--- src/rtl/ep_cpl_pkg.sv ---
// Shared types for the completion scheduler: header layout and FSM state encoding.
package ep_cpl_pkg;

  localparam int unsigned CPL_HDR_W = 63;

  typedef struct packed {
    logic        with_data;
    logic [2:0]  tc;
    logic        td;
    logic        ep;
    logic [1:0]  attr;
    logic [9:0]  len;
    logic [15:0] rid;
    logic [7:0]  tag;
    logic [7:0]  be;
    logic [12:0] addr;
  } cpl_hdr_t;

  typedef enum logic [1:0] {
    ST_IDLE,
    ST_ISSUE,
    ST_WAIT_DONE
  } sched_state_e;

endpackage

--- src/rtl/ep_cpl_slot.sv ---
// One-deep completion header holding slot with capture, clear and overflow detect.
module ep_cpl_slot
  import ep_cpl_pkg::*;
(
  input  logic                 clk,
  input  logic                 rst_n,
  input  logic                 cap_i,
  input  logic [CPL_HDR_W-1:0] hdr_i,
  input  logic                 clr_i,
  output logic                 valid_o,
  output logic [CPL_HDR_W-1:0] hdr_o,
  output logic                 ovf_o
);

  // A capture on the retiring edge reloads the slot instead of overflowing.
  always_ff @(posedge clk) begin
    if (!rst_n) begin
      valid_o <= 1'b0;
      hdr_o   <= '0;
    end else if (cap_i && (!valid_o || clr_i)) begin
      valid_o <= 1'b1;
      hdr_o   <= hdr_i;
    end else if (clr_i) begin
      valid_o <= 1'b0;
    end
  end

  assign ovf_o = cap_i & valid_o & ~clr_i;

endmodule

--- src/rtl/ep_cpl_scheduler.sv ---
// Round-robin arbiter sharing the TX completion engine between two requesters,
// with a watchdog that retires a completion whose done pulse never arrives.
module ep_cpl_scheduler
  import ep_cpl_pkg::*;
#(
  parameter int unsigned TIMEOUT_CYCLES = 1024
) (
  input  logic                 clk,
  input  logic                 rst_n,
  input  logic                 src0_req_i,
  input  logic [CPL_HDR_W-1:0] src0_hdr_i,
  output logic                 src0_done_o,
  input  logic                 src1_req_i,
  input  logic [CPL_HDR_W-1:0] src1_hdr_i,
  output logic                 src1_done_o,
  output logic                 txe_req_o,
  output logic [CPL_HDR_W-1:0] txe_hdr_o,
  input  logic                 txe_compl_done_i,
  output logic                 rx_np_ok_o,
  output logic                 ovf_err_o,
  output logic                 timeout_err_o
);

  localparam int unsigned TIMER_W = $clog2(TIMEOUT_CYCLES);
  localparam logic [TIMER_W-1:0] TMR_MAX = TIMER_W'(TIMEOUT_CYCLES - 1);

  sched_state_e         state;
  logic                 grant;
  logic                 rr_last;
  logic [TIMER_W-1:0]   timer;

  logic                 v0, v1, ovf0, ovf1;
  logic [CPL_HDR_W-1:0] h0, h1;
  logic                 retire, pick;

  assign retire = (state == ST_WAIT_DONE) && (txe_compl_done_i || (timer == TMR_MAX));
  assign pick   = (v0 && v1) ? ~rr_last : v1;

  ep_cpl_slot u_slot0 (
    .clk     (clk),
    .rst_n   (rst_n),
    .cap_i   (src0_req_i),
    .hdr_i   (src0_hdr_i),
    .clr_i   (retire & ~grant),
    .valid_o (v0),
    .hdr_o   (h0),
    .ovf_o   (ovf0)
  );

  ep_cpl_slot u_slot1 (
    .clk     (clk),
    .rst_n   (rst_n),
    .cap_i   (src1_req_i),
    .hdr_i   (src1_hdr_i),
    .clr_i   (retire & grant),
    .valid_o (v1),
    .hdr_o   (h1),
    .ovf_o   (ovf1)
  );

  always_ff @(posedge clk) begin
    if (!rst_n) begin
      state         <= ST_IDLE;
      grant         <= 1'b0;
      rr_last       <= 1'b1;
      timer         <= '0;
      txe_req_o     <= 1'b0;
      txe_hdr_o     <= '0;
      src0_done_o   <= 1'b0;
      src1_done_o   <= 1'b0;
      ovf_err_o     <= 1'b0;
      timeout_err_o <= 1'b0;
    end else begin
      txe_req_o   <= 1'b0;
      src0_done_o <= 1'b0;
      src1_done_o <= 1'b0;
      if (ovf0 || ovf1) ovf_err_o <= 1'b1;
      case (state)
        ST_IDLE: begin
          if (v0 || v1) begin
            grant     <= pick;
            txe_hdr_o <= pick ? h1 : h0;
            txe_req_o <= 1'b1;
            state     <= ST_ISSUE;
          end
        end
        ST_ISSUE: begin
          timer <= '0;
          state <= ST_WAIT_DONE;
        end
        ST_WAIT_DONE: begin
          if (retire) begin
            src0_done_o <= ~grant;
            src1_done_o <= grant;
            rr_last     <= grant;
            state       <= ST_IDLE;
            if (!txe_compl_done_i) timeout_err_o <= 1'b1;
          end else if (timer != TMR_MAX) begin
            timer <= timer + TIMER_W'(1);
          end
        end
        default: state <= ST_IDLE;
      endcase
    end
  end

  assign rx_np_ok_o = ~v0;

endmodule
--- config.mk ---
export PLATFORM = sky130hd
export DESIGN_NAME = ep_cpl_scheduler
export DESIGN_NICKNAME = d
export VERILOG_FILES = /design/src/rtl/ep_cpl_pkg.sv /design/src/rtl/ep_cpl_slot.sv /design/src/rtl/ep_cpl_scheduler.sv
export SDC_FILE = /design/constraint.sdc
export NUM_CORES = 1
export LEC_CHECK = 0
export CAP_MARGIN = 5
export CELL_PAD_IN_SITES_DETAIL_PLACEMENT = 0
export CELL_PAD_IN_SITES_GLOBAL_PLACEMENT = 1
export CORE_UTILIZATION = 38
export DETAILED_ROUTE_END_ITERATION = 12
export PLACE_DENSITY_LB_ADDON = 0.12
export SYNTH_ARGS = -nofsm -noshare
export SYNTH_HDL_FRONTEND = slang
export SYNTH_HIERARCHICAL = 1
export SYNTH_SLANG_ARGS = --single-unit
--- constraint.sdc ---
create_clock -name clk -period 3.35 [get_ports clk]
set_clock_uncertainty 0.2 [all_clocks]
set_input_delay 0.335 -clock clk [delete_from_list [all_inputs] [get_ports clk]]
set_output_delay 0.335 -clock clk [all_outputs]
set_load 0.03 [all_outputs]
* After elaboration in Yosys (flattened, before gate mapping) *
Index checks and enable logic that the tools add are counted.

storage, ports and cells
  input bits = 131
  flip-flop bits (word level) = 210
  output and inout bits = 69

operators by class
  muxes and demuxes = 13
  equal/unequal tests = 8
  add/subtract/negate cells = 1
  bitwise gates (word level) = 12
  reductions and logical operators = 22

operators with widths
  cell                                                              count
  63-bit 2-to-1 mux                                                 1
  10-bit 2-to-1 mux                                                 2
  10-bit case mux with 2 select lines                               1
  10-bit by 1-bit adder with 10-bit output (second input constant)  1
  10-bit == test (second input constant)                            1
  10-bit != test (second input constant)                            1
  3-bit AND reduction                                               3
  2-bit AND reduction                                               4
  1-bit bitwise AND                                                 6
  1-bit 2-to-1 mux                                                  6
  2-bit != test (second input constant)                             3
  1-bit inverter                                                    6
  2-bit case mux with 3 select lines                                1
  2-bit nonzero test                                                3
  1-bit logical OR                                                  5
  1-bit logical AND                                                 4
  2-bit 2-to-1 mux                                                  2
  2-bit by 1-bit == test with 1-bit output (second input constant)  1
  2-bit == test (second input constant)                             1
  1-bit zero test                                                   2
  2-bit zero test                                                   1
  2-bit by 1-bit != test with 1-bit output (second input constant)  1

* Logic depth before layout (Yosys ltp) *
Gate-level depths: netlist (run 1).

  word-level depth = 7
  depth in mapped cells = 10
  mapped depth without buffers = 9

* Modules after synthesis *
The synthesis (run 1) kept the hierarchy.

modules (own cells, without submodules)
  module            area each (um2)  times used  sequential area each (um2)  cells each
  ep_cpl_slot       2632.5           2           1281.2                      278
  ep_cpl_scheduler  3646.0           1           1641.6                      385

* Least setup slack after synthesis (run 1) *
Ideal clock, no wire load.

  kind = register to register
  from = register timer[0]
  to = register u_slot0.hdr_o[0]
  data arrival time = 2044 ps
  buffers on the path = 2
  required time = 3078 ps
  setup slack = 1035 ps
  cell stages (with the launch flop) = 11
  library setup time = 72 ps
  path through = dfxtp_1 > ha_1 > nand4_2 > nor3_2 > o21ai_0 > nor2_1 > nor2b_4 > nor2b_2 > buf_12 > buf_12 > mux2i_1

between the ends
  cells in the longest elaborated chain, start to end = 6

ends and longest elaborated chain
  what                    line                    RTL
  start, declared         ep_cpl_scheduler.sv:30  logic [TIMER_W-1:0] timer;
  start signal, assigned  ep_cpl_scheduler.sv:99  timer <= timer + TIMER_W'(1);
  10-bit == test          ep_cpl_scheduler.sv:36  assign retire = (state == ST_WAIT_DONE) && (txe_compl_done_i || (timer == TMR_MAX));
  1-bit logical OR        ep_cpl_scheduler.sv:36
  1-bit logical AND       ep_cpl_scheduler.sv:36
  1-bit bitwise AND       ep_cpl_scheduler.sv:44  .clr_i (retire & ~grant),
  1-bit logical OR        ep_cpl_slot.sv:20       end else if (cap_i && (!valid_o || clr_i)) begin
  1-bit logical AND       ep_cpl_slot.sv:20
  end signal, assigned    ep_cpl_slot.sv:22       hdr_o <= hdr_i;
  end, declared           ep_cpl_slot.sv:11       output logic [CPL_HDR_W-1:0] hdr_o,

Every way passes these cells.
A chain may end at the register's enable or synchronous reset.

* Worst setup path in the final report (run 1) *
  from = register timer[0]
  to = register u_slot1.hdr_o[29]

between the ends
  cells in the longest elaborated chain, start to end = 6

ends and longest elaborated chain
  what                  line                    RTL
  10-bit == test        ep_cpl_scheduler.sv:36
  1-bit logical OR      ep_cpl_scheduler.sv:36
  1-bit logical AND     ep_cpl_scheduler.sv:36
  1-bit bitwise AND     ep_cpl_scheduler.sv:55  .clr_i (retire & grant),
  1-bit logical OR      ep_cpl_slot.sv:20
  1-bit logical AND     ep_cpl_slot.sv:20
  end signal, assigned  ep_cpl_slot.sv:22
  end, declared         ep_cpl_slot.sv:11

Every way passes these cells.

==> flow_metrics.py, run 1 <==
metrics = {
    "status": {
        "status": "completed",
    },
    "global_route": {
        "grt_max_degree": 181,
        "grt-ovfl-total": 0,
        "grt_pass1_vias": 6626,
        "grt_usage_pct": 17.56,
        "grt_antenna_before_repair": 1,
        "grt_pass1_wl_um": 34020,
    },
    "synthesis": {
        "synth_edf_count": 0,
        "synth-seq-cells": 210,
        "synth_flop_cell": "dfxtp_1",
        "avgSynthCellArea_um2": 9.470,
        "netlist_instances": 941,
        "synth_area_mm2": 0.008911,
        "yosysWarnings": 6,
        "synth_top_area_share_pct": 47.18,
        "synth_nets": 1073,
        "synth_cell_type_count": 44,
        "async_reset_ff_share_pct": 0,
        "seq_area_frac_synth_pct": 47.18,
        "synthTopCellsByArea": "dfxtp_1 (47%), mux2i_1 (21%), nand2_1 (11%), a211oi_1 (5.3%), buf_12 (3.1%)",
        "synth_largest_area_cell": "dfxtp_1",
    },
    "layout": {
        "antenna_cells": 0,
        "layoutNonFillerInstCount": 1438,
        "final_cell_mix": "nand2_1 (262), dfxtp_1 (210), clkdlybuf4s50_1 (198), mux2i_1 (189), nor2_1 (70)",
        "syn2layout_area_growth_pct": 32.28,
        "fin_util_pct": 51.59,
        "mostFrequentLayoutCell": "nand2_1",
        "nNetsFinal": 1238,
        "fillers": 2217,
        "drive_gt1_share_pct": 6.489,
        "finalInstanceArea_mm2": 0.01179,
    },
    "worst_hold_path": {
        "hold_class": "in2reg",
        "hold_depth": 2,
    },
    "timing": {
        "setup_slack_ps": 538.5,
        "finalSetupViolCount": 0,
        "slew_headroom_pct": 46.44,
        "rsz0062_at_grt": "no",
        "finalCritPeriodShare_pct": 83.92,
        "fin_crit_ps": 2811,
        "tightest_slew_ps": 803.4,
        "clock.fmax_mhz": 355.7,
        "hold_viol": 0,
        "slew_viol_final": 0,
        "final.setup.tns_ps": 0,
    },
    "die": {
        "die_h_um": 155.1,
        "ios": 200,
        "die_w_um": 155.1,
        "fp.coreArea_mm2": 0.02285,
        "rows": 55,
        "fp.dieArea_mm2": 0.02407,
        "start_util_pct": 39.00,
    },
    "worst_setup_path": {
        "r2r_slack_ps": 540,
        "arrival_ps": 3040,
        "crit_type": "reg2reg",
        "worstPathRequired_ps": 3580,
        "worstRegToRegCells": 9,
        "start_kind": "flop",
        "critPathMaxFanout": 11,
        "crit_path_end_kind": "flop",
    },
    "clock_network": {
        "htreeDepth": 1,
        "cts_resized": 0,
        "clk_path_buf_depth": 3,
        "insertion_delay_ps": 500,
        "cts_setup_buffers": 0,
        "cts_sinks": 210,
        "cts-root-buf": "clkbuf_16",
        "cts_tree": "done",
        "clk_pin_slew_ps": 60,
        "ctsHoldBuffers": 0,
        "cts_inserted_buffers": 25,
    },
    "placed_design": {
        "dp.cells": 1392,
        "dp_slack_ps": 528.0,
        "port_buffers": 199,
        "place.gp.congestion": 0.7509,
        "placed_area_mm2": 0.01092,
        "hpwlAfterDp_um": 13740,
    },
    "route": {
        "wl_per_cell_um": 15.04,
        "vias_per_cell": 4.714,
        "totalWireLength_um": 21630,
        "drt_iter0_drc": 250,
        "vias": 6779,
        "remaining_drc_errors": 0,
        "antenna_left": 0,
        "drt_first_pass_iters": 5,
    },
    "power_and_ir_drop": {
        "power_density_mw_per_mm2": 571.4,
        "ir_worst_vdd_uv": 291.8,
        "leakagePower_uw": 0.004543,
    },
    "job": {
        "maxCapViolCount": 0,
    },
}
==> logic make-up (layout without fill, tap and decap cells) <==
| logic type | Yosys count | after routing | share of synthesized area, % |
|---|---|---|---|
| and+or+nand+nor | 367 | 367 | 16.89 |
| muxes | 189 | 189 | 21.23 |
| DFF | 210 | 210 | 47.18 |
| AOI/OAI and AO/OA | 94 | 94 | 7.793 |
| buffers and inverters | 80 | 264 | 6.768 |
| adders and majority gates | 1 | 1 | 0.1404 |
==> worst paths after layout <==
check,from,to
max reg2reg,timer[0],u_slot1/hdr_o[29]
max,timer[0],u_slot1/hdr_o[29]
min reg2reg,u_slot0/hdr_o[21],u_slot0/hdr_o[21]
min,rst_n,rr_last
==> critical path: stages, from the launching register on <==
cell      delay, ps
dfxtp_1         420
ha_1            270
nand4_2         200
nor3_2          340
o211ai_1        180
inv_1           130
nor2b_4          60
nor2b_4         420
buf_4           310
mux2i_1         200
==> routing by layer <==
| layer | global-route usage, % | vias to the layer above | part of all wire, % |
|---|---|---|---|
| met4 | 3.772 | 0 | 1.2 |
| met3 | 3.733 | 19 | 5.8 |
| li1 | - | 3540 | - |
| met1 | 23.08 | 3069 | 48 |
| met2 | 29.52 | 151 | 45 |
| met5 | 0 | - | 0 |
==> state kept, by name, summed over array words and instances, names as in the netlist <==
| name | count |
|---|---|
| txe_req_o | 1 |
| u_slot1/hdr_o | 63 |
| grant | 1 |
| u_slot1/valid_o | 1 |
| rr_last | 1 |
| ovf_err_o | 1 |
| timeout_err_o | 1 |
| src0_done_o | 1 |
| txe_hdr_o | 63 |
| src1_done_o | 1 |
| u_slot0/hdr_o | 63 |
| u_slot0/valid_o | 1 |
| timer | 10 |
| state | 2 |
==> cells in the mapped netlist, types with 5 or more instances <==
library cell,instances
buf_2,18
inv_1,5
a211oi_1,63
nor2_1,70
buf_12,14
dfxtp_1,210
buf_4,8
a21oi_1,7
clkbuf_1,29
nor3_1,5
mux2i_1,189
nand2_1,262
nand3_1,5
==> report_power, final <==
group          internal (µW)  switching [µW]  total (µW)
clock network           1720            1040        2760
registers               2700             112        2810
logic                    538             628        1170
==> cell type report <==
cell class,count,area (µm²),share of cell area [%]
Clock buffer,36,757.0,6.422
Sequential cell,210,4204,35.66
Inverter,5,18.77,0.1592
Multi-Input combinational cell,651,4130,35.04
Clock inverter,10,110.1,0.9341
Tap cell,313,391.6,3.322
Timing Repair Buffer,213,2176,18.46
==> per-stage QoR <==
stage | power [µW] | hold WS (ps)
3_3_place_gp | 4038 | 240.5
3_5_place_dp | 4045 | 246.2
5_1_grt | 7058 | 102.2
4_1_cts | 6846 | 51.44
6_report | 6735 | 75.47
2_1_floorplan | 3594 | 234.1
Power figures use the tool's default switching activity.
==> inputs of run 2 (changes only) <==
==> constraint.sdc (replaced) <==
create_clock -name clk -period 2.6 [get_ports clk]
set_clock_uncertainty 0.2 [all_clocks]
set_input_delay 0.26 -clock clk [delete_from_list [all_inputs] [get_ports clk]]
set_output_delay 0.26 -clock clk [all_outputs]
set_load 0.03 [all_outputs]
==> run 2 against run 1 <==
- count of clock-buffer cells in the layout down 7
- sequential cell count unchanged
- first-iteration DRC count rose by 7.2%
- utilization grew 1.1 points
- critical path depth grew 1
- non-clock buffer count increased by 16
- die area is the same
==> flow_metrics.py, run 2 (synthesis results as in run 1) <==
metrics = {
    "worst_hold_path": {
        "hold_class": "in2reg",
    },
    "layout": {
        "multi_input_area_mm2": 0.004139,
        "drive_gt1_share_pct": 7.902,
        "nNetsFinal": 1253,
        "fillers": 2162,
        "layoutNonFillerInstCount": 1452,
        "seqCellArea_mm2": 0.004205,
        "reg.largest.list": "txe_hdr_o x63, u_slot0/hdr_o x63, u_slot1/hdr_o x63",
        "finalInstanceArea_mm2": 0.01204,
        "final_cell_mix": "nand2_1 (262), dfxtp_1 (209), clkdlybuf4s50_1 (198), mux2i_1 (189), nor2_1 (70)",
        "mostFrequentLayoutCell": "nand2_1",
        "syn2layout_area_growth_pct": 35.14,
        "antenna_cells": 0,
    },
    "clock_network": {
        "cts_sinks": 210,
        "cts_inserted_buffers": 24,
        "insertion_delay_ps": 500,
        "clk_pin_slew_ps": 60,
        "htreeDepth": 1,
        "cts-root-buf": "clkbuf_16",
        "cts_tree": "done",
        "ctsHoldBuffers": 0,
        "clk_path_buf_depth": 3,
    },
    "route": {
        "remaining_drc_errors": 0,
        "drt_first_pass_iters": 6,
        "totalWireLength_um": 22010,
        "vias_per_cell": 4.701,
        "wl_per_cell_um": 15.16,
        "drt_iter0_drc": 268,
        "antenna_left": 0,
        "vias": 6826,
    },
    "global_route": {
        "grt_usage_pct": 18.20,
        "grt_pass1_vias": 6612,
        "grt_pass1_wl_um": 35170,
        "grt-ovfl-total": 0,
        "grt_max_degree": 66,
        "grt_antenna_before_repair": 1,
    },
    "job": {
        "maxCapViolCount": 0,
    },
    "status": {
        "status": "completed",
    },
    "timing": {
        "rsz0062_at_grt": "no",
        "clock.fmax_mhz": 413.9,
        "finalCritPeriodShare_pct": 92.93,
        "slew_headroom_pct": 53.72,
        "final.setup.tns_ps": 0,
        "finalSetupViolCount": 0,
        "tightest_slew_ps": 694.2,
        "fin_crit_ps": 2416,
        "slew_viol_final": 0,
        "hold_viol": 0,
    },
    "placed_design": {
        "port_buffers": 199,
        "dp.cells": 1408,
        "hpwlAfterDp_um": 14410,
        "place.gp.congestion": 0.7373,
        "placed_area_mm2": 0.01118,
    },
    "worst_setup_path": {
        "critPathMaxFanout": 13,
        "arrival_ps": 2650,
        "start_kind": "flop",
        "crit_path_end_kind": "flop",
        "slowest_stage": "dfxtp_1",
        "slowest_delay_ps": 380,
        "crit_type": "reg2reg",
        "path_cells": "ha_2 -> nand4_2 -> nor3_4 -> o21ai_0 -> nor2_1 -> nor2b_4 -> nor2b_4 -> buf_12 -> buf_12 -> mux2i_1",
        "worstPathRequired_ps": 2830,
    },
    "die": {
        "rows": 55,
        "die_h_um": 155.1,
        "die_w_um": 155.1,
        "fp.dieArea_mm2": 0.02407,
        "fp.coreArea_mm2": 0.02285,
        "start_util_pct": 39.00,
        "ios": 200,
    },
    "power_and_ir_drop": {
        "power_density_mw_per_mm2": 728.0,
        "ir_worst_vdd_uv": 528.4,
        "leakagePower_uw": 0.004669,
    },
}
-- run 2: changes by cell type in the layout (fill, tap and decap cells not counted), sizes merged --
cell / change
buf: +16
clkbuf: -7
clkinv: +3
bufinv: +2
clkinvlp: +1
inv: -1
-- run 2: metal layers --
metal	GRT usage [%]	wire, µm	up-vias
met1	24.96	10700	3104
met5	0	0	-
met2	29.82	9997	149
met4	3.442	214	0
met3	3.510	1091	17
li1	-	-	3556
-- run 2: path summary, 6_finish.rpt --
| kind | cells past startpoint | slack, ps | startpoint | to |
|---|---|---|---|---|
| max | 10 | 180 | timer[1] | u_slot0/hdr_o[25] |
| min | 3 | 70 | rst_n | u_slot0/hdr_o[4] |
| max reg2reg | 10 | 180 | timer[1] | u_slot0/hdr_o[25] |
| min reg2reg | 2 | 250 | u_slot1/hdr_o[39] | u_slot1/hdr_o[39] |
-- run 2: final cells by class --
cell class,count,share of cell area (%)
flip-flops and latches,210,34.92
multi-input cells,651,34.37
repair buffers,229,20.21
clock buffers,29,5.569
well taps,313,3.252
clock inverters,15,1.527
inverters,5,0.1558
-- run 2: timing repair --
action,in CTS,in global routing
endpoints found under the setup margin,0,28
resized for setup,0,3
setup buffers,0,0
endpoints found under the hold margin,0,0
-- run 2: through the flow --
| stage | hold slack [ps] | worst slack, ps | total power (µW) | util, % |
|---|---|---|---|---|
| 2_1_floorplan | 165.1 | 284.8 | 4631 | - |
| 3_5_place_dp | 246.3 | 161.5 | 5274 | 48.93 |
| 4_1_cts | 75.13 | 138.1 | 8897 | 52.67 |
| 3_3_place_gp | 241.4 | 237.1 | 5265 | 48.93 |
| 5_1_grt | 92.41 | 5.286 | 9165 | 52.71 |
| 6_report | 69.46 | 183.9 | 8768 | 52.71 |
-- run 2: report_power, final --
group | internal, µW | switching (µW) | total [µW]
combinational | 741 | 825 | 1570
sequential | 3480 | 142 | 3620
clock | 2230 | 1350 | 3580
total | 6450 | 2310 | 8770
-- run 2: critical path, delay by kind of cell, from the launching register on --
kind                     cells  cell delay, ps
AO/OA/AOI/OAI                1             140
adder cells (fa/ha/maj)      1             240
buffers and inverters        2             330
flip-flops                   1             380
multiplexers                 1             210
AND/OR/NAND/NOR              5             810
==> inputs of run 3 (changes only) <==
--- a/config.mk
+++ b/config.mk
@@ -8,8 +8,10 @@
 export CAP_MARGIN = 5
 export CELL_PAD_IN_SITES_DETAIL_PLACEMENT = 0
 export CELL_PAD_IN_SITES_GLOBAL_PLACEMENT = 1
-export CORE_UTILIZATION = 38
+export CORE_UTILIZATION = 41
 export DETAILED_ROUTE_END_ITERATION = 12
+export GPL_ROUTABILITY_DRIVEN = 0
+export HOLD_SLACK_MARGIN = 0.15
 export PLACE_DENSITY_LB_ADDON = 0.12
 export SYNTH_ARGS = -nofsm -noshare
 export SYNTH_HDL_FRONTEND = slang
==> constraint.sdc (replaced) <==
create_clock -name clk -period 2.85 [get_ports clk]
set_clock_uncertainty 0.2 [all_clocks]
set_input_delay 0.285 -clock clk [delete_from_list [all_inputs] [get_ports clk]]
set_output_delay 0.285 -clock clk [all_outputs]
set_load 0.03 [all_outputs]
==> run 3 against run 2 <==
- total power decreased by 13%
- critical path type unchanged
- final cell count decreased by 0.96%
- critical endpoint is now u_slot0/hdr_o[18]
- first-iteration DRC count increased by 9.0%
- largest power group unchanged
- sequential share of layout area decreased by 0.090 points
==> flow_metrics.py, run 3 (synthesis results as in run 1) <==
metrics = {
    "layout": {
        "antenna_cells": 0,
        "fillers": 1924,
        "layoutNonFillerInstCount": 1438,
        "reg.largest.list": "txe_hdr_o x63, u_slot0/hdr_o x63, u_slot1/hdr_o x63",
        "final_cell_mix": "nand2_1 (262), dfxtp_1 (210), clkdlybuf4s50_1 (198), mux2i_1 (189), nor2_1 (70)",
        "multi_input_area_mm2": 0.004130,
        "seqCellArea_mm2": 0.004204,
        "mostFrequentLayoutCell": "nand2_1",
        "nNetsFinal": 1282,
        "drive_gt1_share_pct": 5.761,
        "syn2layout_area_growth_pct": 35.45,
        "fin_util_pct": 57.06,
    },
    "clock_network": {
        "insertion_delay_ps": 490,
        "htreeDepth": 1,
        "cts_sinks": 210,
        "cts_inserted_buffers": 23,
        "clk_pin_slew_ps": 60,
        "cts-root-buf": "clkbuf_16",
        "cts_setup_buffers": 0,
        "clk_path_buf_depth": 3,
        "cts_tree": "done",
    },
    "global_route": {
        "grt_pass1_wl_um": 33730,
        "grt_max_degree": 155,
        "grt_antenna_before_repair": 0,
        "grt_usage_pct": 18.91,
        "grt_pass1_vias": 6601,
        "grt-ovfl-total": 0,
    },
    "route": {
        "wl_per_cell_um": 14.84,
        "vias_per_cell": 4.802,
        "drt_iter0_drc": 292,
        "totalWireLength_um": 21340,
        "antenna_left": 0,
        "drt_first_pass_iters": 4,
        "remaining_drc_errors": 0,
        "vias": 6905,
    },
    "timing": {
        "finalCritPeriodShare_pct": 89.80,
        "tightest_slew_ps": 669.2,
        "final.setup.tns_ps": 0,
        "slew_viol_final": 0,
        "slew_headroom_pct": 55.39,
        "hold_viol": 0,
        "clock.fmax_mhz": 390.7,
        "finalSetupViolCount": 0,
        "fin_crit_ps": 2559,
        "rsz0062_at_grt": "no",
        "setup_slack_ps": 290.7,
    },
    "placed_design": {
        "hpwlAfterDp_um": 13420,
        "dp.cells": 1357,
        "dp_slack_ps": 312.9,
        "port_buffers": 199,
    },
    "job": {
        "maxCapViolCount": 0,
    },
    "power_and_ir_drop": {
        "comb_power_share_pct": 18.7,
        "swShare_pct": 26.74,
        "leakagePower_uw": 0.004658,
        "p_switching_uw": 2044,
        "power_density_mw_per_mm2": 633.2,
        "seq_power_share_pct": 43.3,
        "ir_worst_vdd_uv": 348.0,
        "clkPwrFrac_pct": 38.1,
        "intPower_uw": 5599,
    },
    "die": {
        "fp.coreArea_mm2": 0.02115,
        "die_h_um": 149.4,
        "die_w_um": 149.4,
        "rows": 53,
        "ios": 200,
        "fp.dieArea_mm2": 0.02233,
        "start_util_pct": 42.12,
    },
    "worst_setup_path": {
        "crit_path_end_kind": "flop",
        "start_kind": "flop",
        "worstPathRequired_ps": 3060,
        "arrival_ps": 2770,
        "crit_type": "reg2reg",
        "critPathMaxFanout": 36,
    },
    "worst_hold_path": {
        "hold_class": "in2reg",
    },
    "status": {
        "status": "completed",
    },
}
## run 3: cell count changes in the layout (fill, tap and decap cells not counted), sizes merged
cell | previous run | this run
dlygate4sd3 | 0 | 43
clkinvlp | 2 | 4
clkbuf | 30 | 27
clkinv | 9 | 5
bufinv | 4 | 3
buf | 30 | 17
## run 3: path summary, 6_finish.rpt
path                      from           endpoint  slack [ps]  depth (start not counted)
max                   timer[0]  u_slot0/hdr_o[18]         290                          9
min             src0_hdr_i[50]  u_slot0/hdr_o[50]         160                          3
max reg2reg           timer[0]  u_slot0/hdr_o[18]         290                          9
min reg2reg  u_slot0/hdr_o[46]  u_slot0/hdr_o[46]         250                          2
## run 3: layout make-up
cell class	instances	area share, %
Clock buffer	26	4.862
Clock inverter	12	1.202
Inverter	5	0.1555
Multi-Input combinational cell	651	34.22
Sequential cell	210	34.83
Tap cell	275	2.851
Timing Repair Buffer	259	21.88
## run 3: power groups by stage
stage	combinational, µW	sequential [µW]	clock (µW)
final	1430	3310	2910
after global routing	1540	3340	3120
after CTS	1440	3310	2980
after detailed placement	1390	3370	0
after global placement	1380	3370	0
after floorplan	665	3560	0
## run 3: layer usage
metal	track usage (%)	wire (µm)
met1	25.81	10370
met2	30.81	9630
met3	3.232	1012
met4	4.694	326
met5	0	0
## run 3: critical path: stages (launching register included)
cell	delay, ps
dfxtp_1	400
ha_1	260
nand4_2	200
nor3_2	250
o21ai_0	150
nor2_1	200
nor2b_4	80
nor2b_4	180
buf_12	290
mux2i_1	230
## run 3: per-stage QoR
stage / hold slack, ps / total power (µW) / instance area (µm²)
floorplan: 190.1 / 4225 / 8911
global route: 154.9 / 7994 / 12070
finish: 160.5 / 7643 / 12070
CTS: 150.4 / 7737 / 12070
detailed placement: 246.2 / 4764 / 10910
global placement: 240.6 / 4750 / 10910
## run 3: timing repair
action	CTS	global route
hold buffers	43	0
resized for setup	0	0
hold endpoints to repair	67	0
